--- src/rtl/mem_access_unit.sv ---
// MEM-stage access unit: turns EX/MEM latch controls into a req/ack data-memory
// transaction, aligns store lanes, extracts/extends loads, stalls and resolves branches.
module mem_access_unit #(
    parameter int BITS_SIZE      = 32,
    parameter int TIMEOUT_CYCLES = 16
) (
    input  logic                 i_clk,
    input  logic                 i_reset,
    input  logic                 i_step,
    input  logic [BITS_SIZE-1:0] i_alu,
    input  logic [BITS_SIZE-1:0] i_register_2,
    input  logic                 i_mem_read,
    input  logic                 i_mem_write,
    input  logic [1:0]           i_size_filter,
    input  logic [1:0]           i_size_filterL,
    input  logic                 i_zero_extend,
    input  logic                 i_branch,
    input  logic                 i_neq_branch,
    input  logic                 i_zero,
    output logic                 o_dmem_req,
    output logic                 o_dmem_we,
    output logic [BITS_SIZE-1:0] o_dmem_addr,
    output logic [BITS_SIZE-1:0] o_dmem_wdata,
    output logic [3:0]           o_dmem_be,
    input  logic                 i_dmem_ack,
    input  logic [BITS_SIZE-1:0] i_dmem_rdata,
    output logic [BITS_SIZE-1:0] o_load_data,
    output logic                 o_load_valid,
    output logic                 o_stall,
    output logic                 o_pc_src,
    output logic                 o_misaligned,
    output logic                 o_timeout,
    output logic [1:0]           o_state
);

    // Memory handshake: o_dmem_req stays high, with we/addr/wdata/be stable, from
    // the first ACCESS cycle until the cycle i_dmem_ack is seen high; rdata is
    // valid in that same cycle and the request drops on the following edge.
    typedef enum logic [1:0] {
        IDLE   = 2'd0,
        ACCESS = 2'd1,
        DONE   = 2'd2,
        ERROR  = 2'd3
    } state_t;

    localparam int CW = (TIMEOUT_CYCLES > 1) ? $clog2(TIMEOUT_CYCLES) : 1;
    localparam logic [CW-1:0] CNT_LAST = CW'(TIMEOUT_CYCLES - 1);

    state_t          state, state_next;
    logic [CW-1:0]   cnt, cnt_next;
    logic [1:0]      size_sel;
    logic            access_req, aligned, pending;
    logic            req, stall, load_valid, timeout;
    logic [7:0]      ld_byte;
    logic [15:0]     ld_half;
    logic [BITS_SIZE-1:0] ld_ext;
    logic [3:0]      be;
    logic [BITS_SIZE-1:0] wdata;

    // A store wins when both read and write are requested.
    assign access_req = i_mem_read | i_mem_write;
    assign size_sel   = i_mem_write ? i_size_filter : i_size_filterL;

    always_comb begin
        aligned = 1'b0;
        case (size_sel)
            2'b10:   aligned = 1'b1;
            2'b01:   aligned = ~i_alu[0];
            default: aligned = (i_alu[1:0] == 2'b00);
        endcase
    end

    assign pending = access_req & aligned;

    always_comb begin
        state_next = state;
        cnt_next   = cnt;
        req        = 1'b0;
        stall      = 1'b0;
        load_valid = 1'b0;
        timeout    = 1'b0;
        case (state)
            IDLE: begin
                stall = pending & i_step;
                if (i_step && pending) begin
                    state_next = ACCESS;
                    cnt_next   = '0;
                end
            end
            ACCESS: begin
                req   = 1'b1;
                stall = 1'b1;
                if (i_dmem_ack) begin
                    state_next = DONE;
                end else if (cnt == CNT_LAST) begin
                    state_next = ERROR;
                end else begin
                    cnt_next = cnt + 1'b1;
                end
            end
            DONE: begin
                load_valid = 1'b1;
                if (i_step) state_next = IDLE;
            end
            ERROR: begin
                stall   = 1'b1;
                timeout = 1'b1;
            end
            default: state_next = IDLE;
        endcase
    end

    always_ff @(posedge i_clk or negedge i_reset) begin
        if (!i_reset) begin
            state <= IDLE;
            cnt   <= '0;
        end else begin
            state <= state_next;
            cnt   <= cnt_next;
        end
    end

    // Store lane placement, little-endian.
    always_comb begin
        be    = 4'hF;
        wdata = i_register_2;
        if (i_mem_write) begin
            case (i_size_filter)
                2'b10: begin
                    be    = 4'b0001 << i_alu[1:0];
                    wdata = {(BITS_SIZE/8){i_register_2[7:0]}};
                end
                2'b01: begin
                    be    = i_alu[1] ? 4'b1100 : 4'b0011;
                    wdata = {(BITS_SIZE/16){i_register_2[15:0]}};
                end
                default: begin
                    be    = 4'hF;
                    wdata = i_register_2;
                end
            endcase
        end
    end

    assign ld_byte = i_dmem_rdata[{i_alu[1:0], 3'b000} +: 8];
    assign ld_half = i_dmem_rdata[{i_alu[1], 4'b0000} +: 16];

    always_comb begin
        ld_ext = i_dmem_rdata;
        case (i_size_filterL)
            2'b10: ld_ext = i_zero_extend ? {{(BITS_SIZE-8){1'b0}}, ld_byte}
                                          : {{(BITS_SIZE-8){ld_byte[7]}}, ld_byte};
            2'b01: ld_ext = i_zero_extend ? {{(BITS_SIZE-16){1'b0}}, ld_half}
                                          : {{(BITS_SIZE-16){ld_half[15]}}, ld_half};
            default: ld_ext = i_dmem_rdata;
        endcase
    end

    always_ff @(posedge i_clk or negedge i_reset) begin
        if (!i_reset) begin
            o_load_data  <= '0;
            o_misaligned <= 1'b0;
        end else begin
            if (state == ACCESS && i_dmem_ack && !i_mem_write) o_load_data <= ld_ext;
            if (state == IDLE && i_step && access_req && !aligned) o_misaligned <= 1'b1;
        end
    end

    // Combinational outputs are gated by reset so everything reads low while it is held.
    assign o_dmem_req   = i_reset & req;
    assign o_dmem_we    = i_reset & req & i_mem_write;
    assign o_dmem_addr  = i_reset ? {i_alu[BITS_SIZE-1:2], 2'b00} : '0;
    assign o_dmem_wdata = i_reset ? wdata : '0;
    assign o_dmem_be    = i_reset ? be : 4'h0;
    assign o_load_valid = i_reset & load_valid;
    assign o_stall      = i_reset & stall;
    assign o_timeout    = i_reset & timeout;
    assign o_pc_src     = i_reset & (state != ERROR) &
                          ((i_branch & i_zero) | (i_neq_branch & ~i_zero));
    assign o_state      = state;

endmodule

--- config.mk ---
export PLATFORM = sky130hd
export DESIGN_NAME = mem_access_unit
export DESIGN_NICKNAME = d
export VERILOG_FILES = /design/src/rtl/mem_access_unit.sv
export SDC_FILE = /design/constraint.sdc
export NUM_CORES = 1
export LEC_CHECK = 0
export BUFFER_PORTS_ARGS = -buffer_cell sky130_fd_sc_hd__clkbuf_2
export CAP_MARGIN = 0
export CORE_ASPECT_RATIO = 2
export CORE_UTILIZATION = 42
export DETAILED_ROUTE_END_ITERATION = 7
export PLACE_DENSITY = 0.8
export RECOVER_POWER = 25
export SLEW_MARGIN = 20
export SYNTH_ARGS = -nofsm -noshare
export SYNTH_HDL_FRONTEND = slang
export SYNTH_SLANG_ARGS = --single-unit
export TNS_END_PERCENT = 10
--- constraint.sdc ---
create_clock -name i_clk -period 2.1 [get_ports i_clk]
set_clock_uncertainty 0.1 [all_clocks]
set_input_delay 0 -clock i_clk [delete_from_list [all_inputs] [get_ports i_clk]]
set_output_delay 0 -clock i_clk [all_outputs]
set_load 0.02 [all_outputs]
Yosys cells after proc, flatten, opt, wreduce, memory -nomap -nowiden. Cells that the tools add are included.

Register bits after elaboration: 39. Bits in latches: 0. Memory bits (writable): 0. Memory bits (read-only): 0. Input bits: 110. Output and inout bits: 109. Word-level logic and storage cells: 80. Memories: 0.

$add $sub $neg: 1. Multiply operators: 0. Divide/modulo/power cells: 0. Magnitude comparators: 0. Equal/unequal tests: 16. Shift-type cells: 3. Multiplexer cells: 26. Bitwise logic cells: 15. Reductions and logical operators: 15.

Operators with widths (number): 32-bit 2-to-1 mux (5); 32-bit case mux with 2 select lines (2); 32-bit by 6-bit variable part select with 16-bit output (1); 32-bit by 6-bit variable part select with 8-bit output (1); 4-bit 2-to-1 mux (6); 4-bit case mux with 2 select lines (2); 1-bit AND (11); 2-bit equality test (second input constant) (5); 2-bit 2-to-1 mux (5); 2-bit != test (second input constant) (5); 2-bit by 1-bit equality test with 1-bit output (second input constant) (4); 4-bit AND reduction (2); 1-bit logical AND (6); 2-bit case mux with 3 select lines (1); 4-bit by 1-bit adder with 4-bit output (second input constant) (1); 4-bit equality test (second input constant) (1); 2-bit zero test (2); 1-bit case mux with 2 select lines (2); 1-bit by 2-bit left shift with 4-bit output (first input constant) (1); 1-bit 2-to-1 mux (3); 3-bit != test (second input constant) (1); 3-bit nonzero test (1); 1-bit zero test (2); 1-bit inverter (2); 3 further kinds (4).

Depth between registers and ports, before layout.
Depth after elaboration: 7. Mapped depth: 9. Gate-level depth less buffers: 8.

Worst setup path before layout. OpenSTA, ideal clock, no wires.

Path kind: reg2reg. Start point: register state[0] (netlist: o_state[0]). End point: register o_load_data[18]. Setup time: 0.137 ns. Arrival time: 1.536 ns. Required time: 1.863 ns. Setup slack: 0.327 ns. Stages on the path, launching flop included: 8. Buffers on the path: 3. Clock period less this slack: 1.773 ns. Cells stage by stage: dfrtp_1 -> nor2b_1 -> clkbuf_1 -> and3b_1 -> buf_2 -> buf_2 -> o211ai_1 -> o21ai_0.

Longest elaborated chain between the ends: 3.

Ends and longest elaborated chain: from (decl) (RTL line 49) `state_t state, state_next;`; from (signal assigned) (RTL line 118) `state <= state_next;`; 2-bit by 1-bit equality test with 1-bit output (RTL line 164) `if (state == ACCESS && i_dmem_ack && !i_mem_write) o_load_data <= ld_ext;`; 1-bit logical AND (2 in series) (RTL line 164); to (signal assigned) (RTL line 164); to (decl) (RTL line 27) `output logic [BITS_SIZE-1:0] o_load_data,`.

No other way between the ends. A chain may end at the register's enable or synchronous reset.

Worst setup path after layout.
Start point: input i_dmem_rdata[31]. End point: register o_load_data[28].

Longest elaborated chain between the ends: 3. Elaborated cells between the ends (all ways): 5. Classes of those cells: shift (2); mux (3).

Ends and longest elaborated chain: from (decl) (RTL line 26) `input logic [BITS_SIZE-1:0] i_dmem_rdata,`; 32-bit by 6-bit variable part select with 16-bit output or 32-bit by 6-bit variable part select with 8-bit output (tied branches) (RTL line 146, 145); 32-bit 2-to-1 mux (on tied branches) (RTL line 153, 151); 32-bit case mux with 2 select lines (*) (RTL line 150) `case (i_size_filterL)`.

Every way passes the cells marked *; elsewhere a longest branch is shown, timed or not.

==> results.toml <==
[status]
status = "finished clean"

[worst_setup_path]
r2r-start = "o_state[1]$_DFFE_PN0P_"
startpoint_type = "input pin"
path_cells = "dlygate4sd3_1, clkbuf_2, mux4_2, a221oi_4, buf_12, o21ai_0"
ff2ff_setup_slack_ps = 280
cp_slowest_stage_delay_ps = 560
worst-path-stages = 6
cp_num_buf_inv = 3
endpoint_kind = "register"
crit_start = "i_dmem_rdata[31]"
required_ps = 2150
critPathTopFamily = "buffers and inverters"
cp.arrival_ps = 1890
critPathMaxFanout = 15
reg2regPathDepth = 5
reg2reg_to = "o_load_data[21]$_DFFE_PN0P_"
crit_path_end = "o_load_data[28]$_DFFE_PN0P_"
cp_slowest_cell = "mux4_2"
worstSetupPathType = "input pin to register"

[cts]
clkSinkCount = 39
h-tree-depth = 2
cts_buffers = 5
root_buffer = "clkbuf_16"
path_clk_slew_ps = 50
cts_buffer_depth = 2
clk_latency_ps = 290
cts_tree = "yes"
cts_resized = 0

[final_layout]
drive_gt1_share_pct = 36.6
multi_input_area_mm2 = 0.00194
nets = 755
area_delta_synth_final_pct = 52.0
num_antenna_cells = 0
seqCellArea_um2 = 976
fillers = 590

[synthesis]
netlist_instances = 402
yosysWarnings = 0
async_reset_ff_share_pct = 100
synth.distinct_cells = 43
avgSynthCellArea_um2 = 7.73
synth_top_cell_area_share_pct = 31.4
synth_seq_cells = 39
synthTopCellsByArea = "dfrtp_1 31%, and2_1 8.2%, o21ai_0 7.9%"
synth_edf_count = 0
synth_common_cells = "62 x nor2_1, 49 x o21ai_0, 41 x and2_1"
synth.most_common_cell = "nor2_1"
netlist_area_mm2 = 0.00311
ys_dominant_reg_cell = "dfrtp_1"
ys_seq_area_share_pct = 31.4
yosysTopAreaCell = "dfrtp_1"

[die]
io_pins = 219
rows = 44
die_w_um = 62.8
dieArea_mm2 = 0.00777
design.core.area_mm2 = 0.00721
start_util_pct = 43.1
fp.dieH_um = 124

[timing]
final_hold_viol_count = 0
slew_headroom_pct = 61.4
tns_ps = 0
fmax_mhz = 544
rsz0062_at_grt = "false"
tightestPinTransition_ps = 577
fin_crit_sh_pct = 87.5
min_period_ps = 1840
finalSetupViolations = 0
finalMaxSlewViolations = 0

[global_route]
grt_max_degree = 103
grt_pass1_wl_um = 18400
grt_pass1_vias = 3789
track_usage_pct = 30.3
overflow = 0
antenna_found_initial = 0

[drt]
detail-route-antenna-nets = 0
firstDrtPassIters = 5
drt_iter0_markers = 291
vias_per_cell = 5.62
drc = 0
wire_per_inst_um = 16.8
routed_wl_um = 12200
vias = 4100

[place]
place_congestion = 0.932
hpwl_um = 8480
port_buffers = 216

[pwr]
sw_frac_of_total_pct = 45.8
p_switching_mw = 1.96
share_seq_of_total_power_pct = 32.8
p_total_mw = 4.28
pwr-share-clk_pct = 16.8
ir_drop_mv = 0.770
p_int_mw = 2.32
p_leak_nw = 2.39
powerDensity_mw_per_mm2 = 906
pwr-share-comb_pct = 50.4

[job]
max-cap-violations = 0

[worst_hold_path]
hp-class = "input pin to register"
==> logic make-up after synthesis <==
kind of cell    count (synthesis)  synth area share [%]
xor+xnor                        2                 0.563
fa+ha+maj                       7                  2.82
other cells                     1                 0.121
simple gates                  155                  25.7
flops                          39                  31.4
compound gates                142                  29.0
buf+inv                        45                  6.36
mux                            11                  4.02
==> area by class of cell <==
| type | count | area share, % |
|---|---|---|
| flip-flops and latches | 39 | 20.7 |
| well taps | 92 | 2.44 |
| repair buffers | 262 | 32.3 |
| clock buffers | 6 | 2.73 |
| inverters | 11 | 0.874 |
| multi-input cells | 319 | 41.0 |
==> worst reg2reg max path, delay by kind of cell, from the launching register on <==
kind                   cells  cell delay [ps]
AND/OR/NAND/NOR            2              710
flip-flops                 1              450
AO/OA/AOI/OAI              2              250
buffers and inverters      1              240
==> flip-flops by register name, summed over array words and instances (netlist names) <==
signal,cells
o_load_data,32
cnt,4
o_state,2
o_misaligned,1
==> what timing repair did <==
item                                   in CTS  in global routing
buffers inserted                            0                  1
endpoints found under the hold margin      71                  0
setup endpoints to repair                   0                 12
hold buffers                               33                  0
==> worst min path at each step <==
stage	startpoint	endpoint	slack, ps	cells after the start
finish	i_dmem_rdata[7]	o_load_data[7]$_DFFE_PN0P_	40	3
global route	i_dmem_rdata[7]	o_load_data[7]$_DFFE_PN0P_	90	3
CTS	i_dmem_rdata[7]	o_load_data[7]$_DFFE_PN0P_	20	3
detailed placement	i_reset	o_load_data[11]$_DFFE_PN0P_	-50	2
global placement	i_reset	o_load_data[11]$_DFFE_PN0P_	-60	2
floorplan	i_reset	cnt[0]$_DFFE_PN0P_	-400	0
==> power groups by stage <==
stage / registers (mW) / clock network, mW / logic, mW
2_1_floorplan: 1.74 / 0 / 0.887
3_3_place_gp: 1.37 / 0 / 2.01
3_5_place_dp: 1.39 / 0 / 2.06
4_1_cts: 1.39 / 0.721 / 2.12
5_1_grt: 1.44 / 0.739 / 2.33
6_report: 1.40 / 0.720 / 2.15
==> routing by layer <==
| metal | wire length (µm) | GRT usage, % | vias up |
|---|---|---|---|
| li1 | - | - | 1879 |
| met1 | 4260 | 32.2 | 1904 |
| met2 | 6530 | 55.7 | 274 |
| met3 | 952 | 6.32 | 43 |
| met4 | 481 | 15.3 | 0 |
| met5 | 0 | 0 | - |
==> metrics by stage <==
stage / instance area (µm²) / util [%] / hold slack, ps / worst slack (ps) / std cells
floorplan: 3110 / - / -396 / 327 / 403
global placement: 4260 / 59.0 / -55.3 / 266 / 689
detailed placement: 4260 / 59.0 / -46.1 / 185 / 689
CTS: 4710 / 65.4 / 16.8 / 89.2 / 728
global route: 4720 / 65.5 / 91.9 / 108 / 729
finish: 4720 / 65.5 / 41.3 / 263 / 729
==> cells in the final DEF (no fill, tap or decap), types with 4 or more instances in the layout <==
cell,synthesis,layout
o211ai_1,16,16
a21oi_1,25,25
clkbuf_16,0,5
and2_1,41,41
or3_1,7,7
nor2_1,62,62
nor2b_1,13,13
o22ai_1,14,14
a22o_1,8,8
clkbuf_1,22,9
inv_1,10,10
clkbuf_2,0,208
buf_4,3,11
nand2_1,17,17
ha_1,7,7
o21ai_0,49,49
mux2i_1,8,8
nand2b_1,4,4
dfrtp_1,39,39
a2bb2oi_1,7,7
dlygate4sd3_1,0,33
a22oi_1,9,9
Power figures use the tool's default switching activity.
